`src/rtl/module_spi_tx_seq_pkg.sv`:
```
`default_nettype none
// ----------------------------------------------------------------------------
// module_spi_tx_seq_pkg : shared types and widths for the SPI transfer sequencer
// Revision: 1.0
// ----------------------------------------------------------------------------
package module_spi_tx_seq_pkg;

  localparam int SPI_ADDR_W = 10;
  localparam int SPI_DATA_W = 8;

  typedef logic [SPI_DATA_W-1:0] spi_byte_t;

  typedef enum logic [2:0] {
    IDLE  = 3'd0,
    FETCH = 3'd1,
    LOAD  = 3'd2,
    SHIFT = 3'd3,
    STORE = 3'd4,
    NEXT  = 3'd5,
    DONE  = 3'd6
  } spi_state_t;

endpackage
`default_nettype wire

```
`src/rtl/module_spi_tx_seq_shift_engine.sv`:
```
`default_nettype none
// ----------------------------------------------------------------------------
// module_spi_shift_engine : SPI mode-0 bit engine (SCLK divider, tx/rx shifters)
// Revision: 1.0
// ----------------------------------------------------------------------------
module module_spi_shift_engine
  import module_spi_tx_seq_pkg::*;
#(
  parameter int CLK_DIV = 4,
  parameter int DATA_W  = SPI_DATA_W
) (
  input  logic              clk_i,
  input  logic              rst_i,
  input  logic              load,
  input  logic [DATA_W-1:0] tx_byte,
  input  logic              miso,
  output logic              sclk,
  output logic              mosi,
  output logic [DATA_W-1:0] rx_byte,
  output logic              byte_done
);

  localparam int                 C_BIT_W       = (DATA_W > 1) ? $clog2(DATA_W) : 1;
  localparam logic [7:0]         C_HALF_RELOAD = 8'(CLK_DIV - 1);
  localparam logic [C_BIT_W-1:0] C_LAST_BIT    = C_BIT_W'(DATA_W - 1);

  logic               r_active;
  logic               r_sclk;
  logic [7:0]         r_half_cnt;
  logic [C_BIT_W-1:0] r_bit_cnt;
  logic [DATA_W-1:0]  r_tx;
  logic [DATA_W-1:0]  r_rx;
  logic               w_half_end;

  assign w_half_end = r_active && (r_half_cnt == 8'd0);
  // The last falling edge ends the byte in the same cycle the FSM leaves SHIFT
  assign byte_done  = w_half_end && r_sclk && (r_bit_cnt == C_LAST_BIT);
  assign sclk       = r_sclk;
  assign mosi       = r_active ? r_tx[DATA_W-1] : 1'b0;
  assign rx_byte    = r_rx;

  always_ff @(posedge clk_i) begin
    if (!rst_i) begin
      r_active   <= 1'b0;
      r_sclk     <= 1'b0;
      r_half_cnt <= 8'd0;
      r_bit_cnt  <= '0;
      r_tx       <= '0;
      r_rx       <= '0;
    end else if (load) begin
      r_active   <= 1'b1;
      r_sclk     <= 1'b0;
      r_half_cnt <= C_HALF_RELOAD;
      r_bit_cnt  <= '0;
      r_tx       <= tx_byte;
    end else if (r_active) begin
      if (!w_half_end) begin
        r_half_cnt <= r_half_cnt - 8'd1;
      end else begin
        r_half_cnt <= C_HALF_RELOAD;
        r_sclk     <= ~r_sclk;
        if (!r_sclk) begin
          r_rx <= {r_rx[DATA_W-2:0], miso};
        end else begin
          r_tx      <= r_tx << 1;
          r_bit_cnt <= r_bit_cnt + C_BIT_W'(1);
          if (r_bit_cnt == C_LAST_BIT) begin
            r_active <= 1'b0;
          end
        end
      end
    end
  end

endmodule
`default_nettype wire

```
`src/rtl/module_spi_tx_seq.sv`:
```
`default_nettype none
// ----------------------------------------------------------------------------
// module_spi_tx_seq : streams buffer bytes 0..n_tx out over SPI, writes MISO bytes back
// Revision: 1.0
// ----------------------------------------------------------------------------
module module_spi_tx_seq
  import module_spi_tx_seq_pkg::*;
#(
  parameter int CLK_DIV = 4,
  parameter int ADDR_W  = SPI_ADDR_W,
  parameter int DATA_W  = SPI_DATA_W
) (
  input  logic              clk_i,
  input  logic              rst_i,
  input  logic              start_i,
  input  logic [ADDR_W-1:0] n_tx_i,
  output logic              busy_o,
  output logic              done_o,
  output logic              hold_ctrl_o,
  output logic [ADDR_W-1:0] addr_o,
  input  logic [DATA_W-1:0] rd_data_i,
  output logic              wr_o,
  output logic [DATA_W-1:0] wr_data_o,
  output logic              cs_n_o,
  output logic              sclk_o,
  output logic              mosi_o,
  input  logic              miso_i
);

  spi_state_t        r_state;
  spi_state_t        w_state_next;
  logic [ADDR_W-1:0] r_index;
  logic [ADDR_W-1:0] r_n_tx;
  logic              w_load;
  logic              w_byte_done;
  logic [DATA_W-1:0] w_rx_byte;

  always_ff @(posedge clk_i) begin
    if (!rst_i) begin
      r_state <= IDLE;
      r_index <= '0;
      r_n_tx  <= '0;
    end else begin
      r_state <= w_state_next;
      if (r_state == IDLE && start_i) begin
        r_n_tx  <= n_tx_i;
        r_index <= '0;
      end else if (r_state == NEXT && r_index != r_n_tx) begin
        r_index <= r_index + ADDR_W'(1);
      end
    end
  end

  always_comb begin
    w_state_next = r_state;
    busy_o       = 1'b1;
    done_o       = 1'b0;
    hold_ctrl_o  = 1'b1;
    wr_o         = 1'b0;
    w_load       = 1'b0;
    cs_n_o       = 1'b0;
    case (r_state)
      IDLE: begin
        busy_o      = 1'b0;
        hold_ctrl_o = 1'b0;
        cs_n_o      = 1'b1;
        if (start_i) w_state_next = FETCH;
      end
      FETCH: begin
        // Chip select only drops for the first byte once it has been fetched
        cs_n_o       = (r_index == '0);
        w_state_next = LOAD;
      end
      LOAD: begin
        w_load       = 1'b1;
        w_state_next = SHIFT;
      end
      SHIFT: begin
        if (w_byte_done) w_state_next = STORE;
      end
      STORE: begin
        wr_o         = 1'b1;
        w_state_next = NEXT;
      end
      NEXT: begin
        w_state_next = (r_index == r_n_tx) ? DONE : FETCH;
      end
      DONE: begin
        hold_ctrl_o  = 1'b0;
        cs_n_o       = 1'b1;
        done_o       = 1'b1;
        w_state_next = IDLE;
      end
      default: begin
        busy_o       = 1'b0;
        hold_ctrl_o  = 1'b0;
        cs_n_o       = 1'b1;
        w_state_next = IDLE;
      end
    endcase
  end

  assign addr_o    = hold_ctrl_o ? r_index : '0;
  assign wr_data_o = w_rx_byte;

  module_spi_shift_engine #(
    .CLK_DIV (CLK_DIV),
    .DATA_W  (DATA_W)
  ) u_engine (
    .clk_i     (clk_i),
    .rst_i     (rst_i),
    .load      (w_load),
    .tx_byte   (rd_data_i),
    .miso      (miso_i),
    .sclk      (sclk_o),
    .mosi      (mosi_o),
    .rx_byte   (w_rx_byte),
    .byte_done (w_byte_done)
  );

endmodule
`default_nettype wire

```
`config.mk`:
```
export PLATFORM = sky130hd
export DESIGN_NAME = module_spi_tx_seq
export DESIGN_NICKNAME = d
export VERILOG_FILES = /design/src/rtl/module_spi_tx_seq_pkg.sv /design/src/rtl/module_spi_tx_seq_shift_engine.sv /design/src/rtl/module_spi_tx_seq.sv
export SDC_FILE = /design/constraint.sdc
export NUM_CORES = 1
export LEC_CHECK = 0
export CORE_UTILIZATION = 49
export DETAILED_ROUTE_END_ITERATION = 6
export MAX_ROUTING_LAYER = met4
export PLACE_DENSITY_LB_ADDON = 0.12
export SLEW_MARGIN = 20
export SYNTH_ARGS = -nofsm -noshare
export SYNTH_HDL_FRONTEND = slang
export SYNTH_SLANG_ARGS = --single-unit
```
`constraint.sdc`:
```
create_clock -name clk_i -period 2 [get_ports clk_i]
set_input_delay 0.4 -clock clk_i [delete_from_list [all_inputs] [get_ports clk_i]]
set_output_delay 0.4 -clock clk_i [all_outputs]
set_load 0.05 [all_outputs]
```
==> After elaboration in Yosys (flattened, before gate mapping) <==
Index checks and enable logic that the tools add are counted.
{ "totals": {"output_inout_bits": 25, "wordCells": 72, "input_bits": 22, "reg_bits": 52} }
{ "op_classes": {"reduce_logical": 21, "eq_ne": 11, "n_addsub": 3, "muxes": 24, "bitwise_logic": 3} }
{ "ops": {"columns": ["op", "count"], "rows": [
  ["2-to-1 mux 8 bit", 5],
  ["case mux 3 bit (6 select lines)", 1],
  ["== test 3 bit (second input constant)", 4],
  ["2-to-1 mux 1 bit", 11],
  ["adder 10 x 1 -> 10 bit (second input constant)", 1],
  ["== test 10 bit", 1],
  ["zero test 10 bit", 1],
  ["2-to-1 mux 10 bit", 1],
  ["inequality test 10 bit", 1],
  ["2-to-1 mux 3 bit", 3],
  ["zero test 8 bit", 1],
  ["subtractor 8 x 1 -> 8 bit (second input constant)", 1],
  ["== test 3 x 2 -> 1 bit (second input constant)", 2],
  ["AND reduction 3 bit", 2],
  ["nonzero test 2 bit", 3],
  ["OR reduction 6 bit", 1],
  ["logical AND 1 bit", 5],
  ["OR reduction 5 bit", 1],
  ["2-to-1 mux 2 bit", 2],
  ["AND reduction 2 bit", 2],
  ["AND reduction 4 bit", 1],
  ["OR reduction 2 bit", 2],
  ["OR reduction 4 bit", 1],
  ["adder 3 x 1 -> 3 bit (second input constant)", 1],
  ["6 further kinds", 8]
]} }

==> Longest topological paths before layout <==
{ "logic_depth": {"word_depth": 6, "depth_mapped": 7, "depth_no_buf": 6} }

==> Cells and area by module <==
A second synthesis with hierarchy kept.
{ "unflattened": {"cells_unflattened": 323, "hier_area_um2": 2792.7} }
{ "modules_own_cells": {"columns": ["mod", "cells_per_inst", "instances", "seq_area_each_um2", "area_per_inst_um2"], "rows": [
  ["module_spi_shift_engine", 153, 1, 580.6, 1442.6],
  ["module_spi_tx_seq", 170, 1, 460.4, 1350.0]
]} }

==> Worst setup path before layout <==
No wires, ideal clock.
{ "synth_timing": {"kind": "register to output", "from": "register r_state[1]", "to": "output addr_o[0]", "path_buffers": 2, "path_slack_ps": -396, "arrival_ps": 1996, "required_ps": 1600, "stages_incl_launch_ff": 6, "cell_sequence": "dfxtp_1 > clkbuf_1 > nor3_1 > a21oi_1 > clkbuf_1 > and2_1"} }
{ "synth_between": {"elab_chain_len": 4, "elab_cells_between_ends": 8, "classes_between": "eq/ne: 5; mux: 2; reduce/logical: 1"} }
{ "synth_lines": {"columns": ["element", "line_no", "source"], "rows": [
  ["from (decl)", "module_spi_tx_seq.sv:30", "spi_state_t r_state;"],
  ["from (signal assigned)", "module_spi_tx_seq.sv:44", "r_state <= w_state_next;"],
  ["== test 3 bit (tied with other cells)", "module_spi_tx_seq.sv:62", "case (r_state)"],
  ["OR reduction 5 bit (no line) (*)", null, null],
  ["2-to-1 mux 1 bit (*)", "module_spi_tx_seq.sv:62", null],
  ["via hold_ctrl_o", "module_spi_tx_seq.sv:19", "output logic hold_ctrl_o,"],
  ["2-to-1 mux 10 bit (*)", "module_spi_tx_seq.sv:103", "assign addr_o = hold_ctrl_o ? r_index : '0;"],
  ["to (decl)", "module_spi_tx_seq.sv:20", "output logic [ADDR_W-1:0] addr_o,"]
]} }
Mark *: on every way through the listed nets, which the timed path passes. The rest lies on a longest branch.

==> Worst setup path in the final report <==
{ "layout_timing": {"from": "register r_index[2]", "to": "output cs_n_o"} }
{ "layout_between": {"elab_chain_len": 2} }
{ "layout_lines": {"columns": ["element", "line_no", "source"], "rows": [
  ["from (decl)", "module_spi_tx_seq.sv:32", "logic [ADDR_W-1:0] r_index;"],
  ["from (signal assigned)", "module_spi_tx_seq.sv:49", "r_index <= r_index + ADDR_W'(1);"],
  ["zero test 10 bit", "module_spi_tx_seq.sv:71", "cs_n_o = (r_index == '0);"],
  ["case mux 1 bit (2 select lines)", "module_spi_tx_seq.sv:62", null],
  ["to (decl)", "module_spi_tx_seq.sv:24", "output logic cs_n_o,"]
]} }
No other way between the ends.

==> results.md <==
* Largest net degree at the start of global routing at 21
* Slew @ Worst Pin at 0.498 ns
* Reg2Reg Setup Slack at 0.16 ns
* First-pass GRT wire length at 9780 µm
* RSZ-0062 raised after global routing: true
* Crit-path cells: buf_4, nor3_1, nand4b_1, mux2i_2, buf_12
* EDFF count, synth at 0
* Status: complete, no violations
* Post-synth ARST share at 0
* Filler cell count at 433
* Multiplexer share of the synthesized area at 0.0423
* Power Dens Cells at 1020 nW/µm²
* Hold path cells at 2
* H-tree depth at 2
* Mean Syn Cell Area at 8.47 µm²
* Die Y at 75.3 µm
* CTS tree: yes
* P_leak at 1.45 nW
* Critical path class: reg -> out
* Fin. Hold Viols at 0
* Initial antenna violation count at 0
* Placer Congestion at 0.830
* Insertion delay to the later sink of the worst-skew pair at 0.31 ns
* Largest family of logic cells by synthesized area: simple AND/OR/NAND/NOR gates
* Cells after synthesis at 311
* Post-DRT Antenna Nets at 0
* Seq/Total Area, Yosys at 0.395
* Simple-gate share of the synthesized area at 0.285
* Cts bufs inserted at 5
* Vias in the first global route at 2042
* Clock-pin slew on the worst setup and hold paths at 0.10 ns
* CTS Sinks at 52
* Fmax at 0.514 GHz
* Tightest Hold Check Type: reg -> reg
* Crit path DAT at 1.55 ns
* Seq cells post-synth at 52
* Placement Rows at 26
* CP Capture Type: output pin
* Area share of fa/ha/maj cells after synthesis at 0.0332
* I/O Buffers at 46
* DR iter-0 viols at 134
* Initial core utilization at 0.513
* Chip Width at 75.3 µm
* WP data required at 1.60 ns
* # Max-Cap Violations at 0
* Worst reg2reg path depth at 5
* Overall Global Routing Usage at 0.232
* Top_reg_cell synth: dfxtp_1
* # IOs at 47
* Synth Area in Compound Gates at 0.128
* Core area at 5140 µm²
* Max Slew Vio Count at 0
* Mapped Nets at 340
* Setup bufs post-CTS at 0
* Syn. warnings at 0
* R2R Path Start: r_index[6]
* Vias per inst at 5.21
* Final net count at 394
* DP Wirelength at 4320 µm
* Root Buffer: clkbuf_8
* Global route overflow at 0
* Final setup viols at 0
* VDD IR max at 0.000591 V
* Setup crit start kind: flop
* Worst Path Max Fanout at 6
* Worst path slowest cell: dfxtp_2
* Fraction of layout cells with a size suffix above 1 at 0.208
* Post-DR wirelength/cell at 13.2 µm
* Period utilisation layout at 0.973
* Finished Core Util at 0.692
* Die area at 5670 µm²
* Netlist cell types at 44
* Hold Buf Count CTS at 0
* Post-Synth XOR/XNOR Area at 0.0726
* Hold path endpoint: u_engine.r_bit_cnt[1]
* Final min period at 1.95 ns
* Power, Total at 0.00363 W
* Hold Path Origin: u_engine.r_bit_cnt[1]
* Clk buf depth at 2
* Antenna Cells at 0
* Initial DRT Pass Iterations at 4
* Max transition margin at 0.667
* Synth Cell Area at 2640 µm²
* Clk_skew at 0.00898 ns
* Synth-to-layout area growth at 35.0%
* Reg-to-Reg End: r_index[8]
* Max incr delay on CP at 0.35 ns
* DR DRC count at 0
* Vias at 2271
* Post-Route WL at 5760 µm
-- synthesized netlist by cell type (6+ instances only) --
cell,number,share of area
xor2_1,13,0.043
and2_1,15,0.036
nor2b_1,9,0.021
mux2i_1,10,0.038
clkbuf_1,11,0.016
inv_1,6,0.0085
o21ai_0,14,0.027
a31oi_1,8,0.019
a21oi_1,10,0.019
nand2_1,51,0.073
xnor2_1,7,0.023
nor3_1,7,0.013
dfxtp_1,52,0.40
nand3_1,9,0.017
a21boi_0,14,0.040
nor2_1,21,0.030
ha_1,7,0.033
-- stage by stage --
| step | instance area (µm²) | TNS [ns] | hold WS, ns | setup WS, ns | std cells |
|---|---|---|---|---|---|
| 2_1_floorplan | 2660 | -0.131 | 0.436 | -0.0145 | 311 |
| 3_3_place_gp | 3410 | -0.113 | 0.442 | -0.113 | 429 |
| 3_5_place_dp | 3410 | -0.545 | 0.460 | -0.148 | 429 |
| 4_1_cts | 3540 | 0 | 0.474 | 0.00246 | 437 |
| 5_1_grt | 3560 | -0.0476 | 0.504 | -0.0461 | 436 |
| 6_report | 3560 | 0 | 0.473 | 0.0537 | 436 |
-- worst max-delay path, delay by kind of cell (launching register included) --
| family | cells | cell delay [ns] |
|---|---|---|
| flip-flops | 1 | 0.35 |
| buffers and inverters | 2 | 0.33 |
| AND/OR/NAND/NOR | 2 | 0.33 |
| multiplexers | 1 | 0.23 |
-- where the power goes --
group | switching, W | total, W | internal, W
combinational | 0.000839 | 0.00152 | 0.000682
clock | 0.000345 | 0.000716 | 0.000370
sequential | 0.000178 | 0.00140 | 0.00122
-- cell families (layout without fill, tap and decap cells) --
| family | Yosys count | after routing |
|---|---|---|
| xor gates and xnor gates | 21 | 21 |
| AOI/OAI and AO/OA | 53 | 53 |
| adders and majority gates | 7 | 7 |
| buffers and inverters | 24 | 79 |
| DFF | 52 | 52 |
| muxes | 11 | 11 |
| and+or+nand+nor | 143 | 143 |
-- layer usage --
metal / routed length, µm / vias up / track usage
met5: 0 / - / -
met4: 57 / 0 / 0.0494
met1: 2660 / 1049 / 0.307
met2: 2880 / 43 / 0.375
met3: 167 / 8 / 0.0397
li1: - / 1171 / -
-- registers in the layout (all words and copies together), names as in the netlist --
| signal | flops |
|---|---|
| u_engine.r_tx | 8 |
| u_engine.r_active | 1 |
| u_engine.r_bit_cnt | 3 |
| u_engine.r_half_cnt | 8 |
| u_engine.sclk | 1 |
| u_engine.rx_byte | 8 |
| r_state | 3 |
| r_n_tx | 10 |
| r_index | 10 |
-- cell usage in the layout, fill, tap and decap left out, types with 3 or more instances in the layout --
cell	netlist	layout
clkbuf_8	0	5
nand4b_1	3	3
buf_4	1	20
inv_1	6	6
xnor2_1	7	7
dfxtp_1	52	46
and2_2	2	10
a31oi_1	8	8
nand3_1	9	9
o21ai_0	14	14
nand2_1	51	51
ha_1	7	7
dfxtp_2	0	4
nor2_1	21	21
nor2b_1	9	9
a21oi_1	10	10
mux2i_1	10	9
xor2_1	13	13
nand4_1	3	3
a21boi_0	14	14
nor3_1	7	5
and2_1	15	7
buf_12	0	15
or3_1	4	4
nor4_2	4	3
clkdlybuf4s50_1	0	29
-- worst max-delay path by stage --
stage	start	end	slack, ns	depth (start not counted)
floorplan	r_state[1]	addr_o[0]	-0.01	5
global placement	start_i	r_index[7]	-0.11	4
detailed placement	start_i	r_index[7]	-0.15	4
CTS	u_engine.sclk	sclk_o	0.002	1
global route	r_index[4]	cs_n_o	-0.05	4
finish	r_index[2]	cs_n_o	0.05	5
-- final cells by class --
cell class                      count  area (µm²)  share of cell area
Tap cell                           70        87.6              0.0246
Inverter                            6        22.5             0.00633
Clock buffer                        5        68.8              0.0193
Sequential cell                    52        1050               0.296
Clock inverter                      3        42.5              0.0120
Timing Repair Buffer               65         753               0.212
Multi-Input combinational cell    235        1530               0.430
-- what timing repair did --
item / in CTS / in global routing
pin swaps: 0 / 2
endpoints found under the setup margin: 11 / 12
gates cloned: 0 / 0
gates resized for setup: 7 / 7
endpoints found under the hold margin: 0 / 0
No activity file was read; power rests on OpenSTA's default activity.
